File: src/rtl/key_repeat_if.sv
// key_repeat_if: keycode in, latched move command out, between keyboard and game logic.
interface key_repeat_if;
  logic [7:0] keycode;
  logic       move_tick;
  logic [7:0] cmd_code;
  logic       cmd_valid;
  logic       press_pulse;
  modport master (output keycode, move_tick, input cmd_code, cmd_valid, press_pulse);
  modport slave  (input keycode, move_tick, output cmd_code, cmd_valid, press_pulse);
endinterface

File: src/rtl/key_repeat_ctrl.sv
// key_repeat_ctrl: turns a held keycode into press + delayed auto-repeat commands,
// latched until game logic consumes them on its move tick.
module key_repeat_ctrl #(
  parameter int DAS_FRAMES = 10,
  parameter int ARR_FRAMES = 3,
  parameter bit ROT_REPEAT = 1'b0
) (
  input  logic         frame_clk,
  input  logic         Reset,
  key_repeat_if.slave  bus
);
  typedef enum logic [1:0] {IDLE, DELAY, REPEAT} state_e;
  localparam logic [5:0] DAS_LAST = 6'(DAS_FRAMES - 1);
  localparam logic [5:0] ARR_LAST = 6'(ARR_FRAMES - 1);
  state_e     state_q, state_d;
  logic [5:0] cnt_q, cnt_d;
  logic [7:0] prev_q, code_q, code_d, key;
  logic       valid_q, valid_d, pulse_q, pulse_d, fire, press, held, rot_hold;
  always_comb begin
    key = (bus.keycode == 8'h04 || bus.keycode == 8'h07 ||
           bus.keycode == 8'h16 || bus.keycode == 8'h1A) ? bus.keycode : 8'h00;
    press = key != 8'h00 && key != prev_q;
    held = key != 8'h00 && key == prev_q;
    rot_hold = key == 8'h1A && !ROT_REPEAT;
    state_d = state_q;
    cnt_d = cnt_q;
    fire = 1'b0;
    pulse_d = 1'b0;
    if (press) begin
      fire = 1'b1;
      pulse_d = 1'b1;
      cnt_d = '0;
      state_d = DELAY;
    end else if (!held) begin
      cnt_d = '0;
      state_d = IDLE;
    end else if (state_q == DELAY && rot_hold) begin
      cnt_d = (cnt_q == DAS_LAST) ? cnt_q : cnt_q + 6'd1;
    end else if (state_q == DELAY) begin
      fire = cnt_q == DAS_LAST;
      cnt_d = fire ? 6'd0 : cnt_q + 6'd1;
      state_d = fire ? REPEAT : DELAY;
    end else if (state_q == REPEAT) begin
      fire = cnt_q == ARR_LAST;
      cnt_d = fire ? 6'd0 : cnt_q + 6'd1;
    end
    // a fire on the consume edge wins, so a fresh command is never dropped
    code_d = fire ? key : (bus.move_tick ? 8'h00 : code_q);
    valid_d = fire | (valid_q & ~bus.move_tick);
  end
  always_ff @(posedge frame_clk or posedge Reset) begin
    if (Reset) begin
      state_q <= IDLE;
      cnt_q <= '0;
      prev_q <= 8'h00;
      code_q <= 8'h00;
      valid_q <= 1'b0;
      pulse_q <= 1'b0;
    end else begin
      state_q <= state_d;
      cnt_q <= cnt_d;
      prev_q <= key;
      code_q <= code_d;
      valid_q <= valid_d;
      pulse_q <= pulse_d;
    end
  end
  assign bus.cmd_code = code_q;
  assign bus.cmd_valid = valid_q;
  assign bus.press_pulse = pulse_q;
endmodule

File: src/flat_wrapper.sv
// flat-port wrapper written by rule: the top's interface ports become plain ports
module key_repeat_ctrl_flat 
#(
  parameter int DAS_FRAMES = 10,
  parameter int ARR_FRAMES = 3,
  parameter bit ROT_REPEAT = 1'b0
)
  (frame_clk, Reset, bus_keycode, bus_move_tick, bus_cmd_code, bus_cmd_valid, bus_press_pulse);
  key_repeat_if bus_i ();
  input  logic frame_clk;
  input  logic Reset;
  input wire logic [$bits(bus_i.keycode)-1:0] bus_keycode;
  input wire logic [$bits(bus_i.move_tick)-1:0] bus_move_tick;
  output wire logic [$bits(bus_i.cmd_code)-1:0] bus_cmd_code;
  output wire logic [$bits(bus_i.cmd_valid)-1:0] bus_cmd_valid;
  output wire logic [$bits(bus_i.press_pulse)-1:0] bus_press_pulse;
  assign bus_i.keycode = bus_keycode;
  assign bus_i.move_tick = bus_move_tick;
  assign bus_cmd_code = bus_i.cmd_code;
  assign bus_cmd_valid = bus_i.cmd_valid;
  assign bus_press_pulse = bus_i.press_pulse;
  key_repeat_ctrl #(.DAS_FRAMES(DAS_FRAMES), .ARR_FRAMES(ARR_FRAMES), .ROT_REPEAT(ROT_REPEAT)) u_core (.frame_clk(frame_clk), .Reset(Reset), .bus(bus_i));
endmodule
File: config.mk
export PLATFORM = sky130hd
export DESIGN_NAME = key_repeat_ctrl_flat
export DESIGN_NICKNAME = d
export VERILOG_FILES = /design/src/rtl/key_repeat_if.sv /design/src/rtl/key_repeat_ctrl.sv /design/src/flat_wrapper.sv
export SDC_FILE = /design/constraint.sdc
export NUM_CORES = 1
export LEC_CHECK = 0
export ABC_AREA = 1
export CAP_MARGIN = 20
export CELL_PAD_IN_SITES_DETAIL_PLACEMENT = 0
export CELL_PAD_IN_SITES_GLOBAL_PLACEMENT = 1
export CORE_MARGIN = 10
export CORE_UTILIZATION = 39
export DETAILED_ROUTE_END_ITERATION = 7
export GPL_TIMING_DRIVEN = 0
export PLACE_DENSITY_LB_ADDON = 0.05
export SKIP_LAST_GASP = 1
export SYNTH_ARGS = -nofsm -noshare
export SYNTH_HDL_FRONTEND = slang
export SYNTH_SLANG_ARGS = --single-unit
export TNS_END_PERCENT = 30
File: constraint.sdc
create_clock -name frame_clk -period 1.8 [get_ports frame_clk]
set_input_delay 0.36 -clock frame_clk [delete_from_list [all_inputs] [get_ports frame_clk]]
set_output_delay 0.36 -clock frame_clk [all_outputs]
set_load 0.05 [all_outputs]
==> impl_metrics.yaml <==
status:
  status: "finished with violations"
  violations: "setup timing"
clocking:
  cts_tree: "built"
  cts_sinks: 26
  cts-root-buf: "clkbuf_4"
  cts_buffers: 3
  clk_pin_slew_ns: 0.14
  insertion_delay_ns: 0.32
  cts_max_path_buffers: 2
  h-tree-depth: 1
  postCtsHoldBufs: 0
layout:
  fin_nets: 257
  mostFrequentLayoutCells: "nand2_1 (35), buf_4 (28), dfrtp_1 (26), inv_1 (25), nor2_1 (17)"
  drive_gt1_frac: 0.380
  fill_cells: 303
  areaGrowthSynthToFinish_pct: 47.3
  layout_commonest_cell: "nand2_1"
  antenna_cells_inserted: 0
  fin_util: 0.611
timing:
  setup_viol: 8
  slew_violations: 0
  fin_crit_ns: 1.87
  worst_slew_pin_slew_ns: 0.509
  timing.slew.headroom: 0.660
  rsz0062_at_grt: "yes"
  fin_skew_ns: 0.00510
  finalWorstSetupSlack_ns: -0.0698
  hold_viol: 0
  period_share: 1.04
  timing.fmax_mhz: 535
floorplan:
  start_util: 0.415
  die_y_um: 80.3
  die_area_mm2: 0.00644
  die_w_um: 80.3
  io-pin-count: 21
  rows: 21
  fp.coreArea_mm2: 0.00342
yosys:
  yosys_warnings: 0
  ys_seq_elements: 26
  synthCells: 186
  synth_area_mm2: 0.00142
  synth_area_leaders: "dfrtp_1 (46%), nand2_1 (13%), inv_1 (8.5%)"
  avgSynthCellArea_um2: 7.61
  ys_seq_area_frac: 0.459
  ys_types: 26
  synth_top_area_cell: "dfrtp_1"
  synth.top_cell.area_share: 0.459
drt:
  wire_per_inst_um: 12.2
  drc_errors: 0
  drt-initial-drc-count: 57
  vias: 1359
  ant_nets: 0
  vias_per_cell: 4.72
  routed_wirelength_um: 3520
  first_pass_iters: 4
critical_path:
  critical_path_class: "reg2out"
  cpPeakStageDelay_ns: 0.81
  endpoint_kind: "primary output"
  critical-path-top-delay-family: "buffers and inverters"
  cp.required_ns: 1.44
  cp.arrival_ns: 1.51
  cpMaxStageDelayCell: "clkdlybuf4s50_1"
  worst-path-max-fanout: 2
  timing.rr.start: "u_core.state_q[1]$_DFFE_PP0P_"
  reg2reg_slack_ns: 0.11
  critPathLaunch: "u_core.bus.cmd_code[4]$_DFFE_PP0P_"
  critical_path.n_buffers_inverters: 1
  crit_chain: "clkdlybuf4s50_1"
  setup.worst_path.start_class: "register"
  reg2regPathDepth: 7
  rr_endpoint: "u_core.cnt_q[1]$_DFFE_PP0P_"
placement:
  port_buffers: 20
  hpwl_um: 2290
  gp_congestion: 0.840
min_path:
  min_path_type: "in2async"
power:
  total_power_mw: 1.01
  p_int_mw: 0.757
  clkPwrFrac: 0.296
  p_leak_nw: 1.08
  p_seq_frac: 0.586
  switching_share: 0.251
  power-per-cell-area_mw_per_mm2: 484
  p_switching_mw: 0.254
  pwr-share-comb: 0.118
  peakVddDrop_mv: 0.242
global_route:
  grt_pass1_vias: 1237
  grt_util_all_layers: 0.106
  grt_pass1_wl_um: 5640
  antenna_found_initial: 0
  overflow: 0
  grt_max_degree: 27
run:
  cap_violations: 0
[registers in the layout, summed over array words and instances (netlist names)]
register and count:
u_core.bus.cmd_valid 1, u_core.state_q 2, u_core.cnt_q 6, u_core.bus.cmd_code 8, u_core.bus.press_pulse 1, u_core.prev_q 8
[routing by layer]
metal  GRT usage  routed length (µm)  vias up
met5           0                   0        -
met4      0.0317                  46        0
met3      0.0223                 224        6
met2       0.185                1820       33
met1       0.128                1430      632
li1            -                   -      688
[repair_timing]
item                                    in CTS  in global routing
gates resized for setup                     35                 44
endpoints found under the setup margin      27                 27
pin swaps                                   18                 15
cloned                                       0                  1
buffers inserted                            17                 11
[per-stage QoR]
stage / std cells / worst slack, ns / TNS [ns] / area, µm² / hold WS, ns
floorplan: 188 / 0.0556 / 0 / 1420 / 0.400
global placement: 254 / -0.727 / -10.85 / 1680 / 0.464
detailed placement: 254 / -0.764 / -11.33 / 1680 / 0.476
CTS: 275 / -0.0799 / -0.788 / 1920 / 0.460
global route: 288 / -0.138 / -1.07 / 2090 / 0.376
finish: 288 / -0.0698 / -0.443 / 2090 / 0.353
[cell usage after synthesis]
cell,instances
a21oi_1,3
buf_4,1
clkinv_2,1
conb_1,1
dfrtp_1,26
ha_1,3
inv_1,32
nand2_1,48
nand2_2,4
nand3_1,15
nand3_2,2
nand3b_1,2
nand4_1,3
nand4_2,2
nor2_1,24
nor2_2,2
nor2_4,1
nor3_1,1
nor3_4,1
nor4_1,1
o21ai_0,8
o21ai_1,1
o21ai_2,1
o31ai_1,1
or2_0,1
xnor2_1,1
[area by class of cell]
type / instances / area (µm²) / area share
Multi-Input combinational cell: 128 / 815 / 0.390
Buffer: 1 / 11.3 / 0.00540
Clock buffer: 4 / 36.3 / 0.0174
Timing Repair Buffer: 50 / 392 / 0.188
Sequential cell: 26 / 651 / 0.312
Tap cell: 46 / 57.6 / 0.0276
Inverter: 33 / 125 / 0.0600
[power by group through the flow]
| stage | registers [mW] | logic (mW) | clock network, mW |
|---|---|---|---|
| after global routing | 0.593 | 0.131 | 0.346 |
| after floorplan | 0.606 | 0.0472 | 0 |
| after CTS | 0.592 | 0.0992 | 0.306 |
| final | 0.592 | 0.119 | 0.300 |
| after global placement | 0.603 | 0.0891 | 0 |
| after detailed placement | 0.603 | 0.0901 | 0 |
[how the worst max path moves through the flow]
stage,depth (start not counted),end,slack [ns]
6_report,1,bus_cmd_code[4],-0.07
5_1_grt,1,bus_cmd_code[1],-0.14
2_1_floorplan,14,u_core.cnt_q[0]$_DFFE_PP0P_,0.06
3_5_place_dp,10,u_core.state_q[1]$_DFFE_PP0P_,-0.76
3_3_place_gp,14,u_core.cnt_q[0]$_DFFE_PP0P_,-0.73
4_1_cts,1,bus_cmd_code[1],-0.08
[cells by family (layout without fill, tap and decap cells)]
family	after synthesis	after routing	share of synthesized area
DFF	26	26	0.459
adders and majority gates	3	3	0.0265
AOI/OAI and AO/OA	14	14	0.0539
buffers and inverters	34	88	0.0936
xor gates and xnor gates	1	1	0.00618
other	1	3	0.00265
and+or+nand+nor	107	107	0.358
[worst reg2reg max path, cell delays in order (launching register included)]
cell and delay [ns]:
dfrtp_1 0.43, nor2_2 0.19, inv_1 0.16, nor4_4 0.29, nand4_4 0.21, nand2_4 0.15, buf_4 0.12, o21ai_2 0.05
Power figures use the tool's default switching activity.
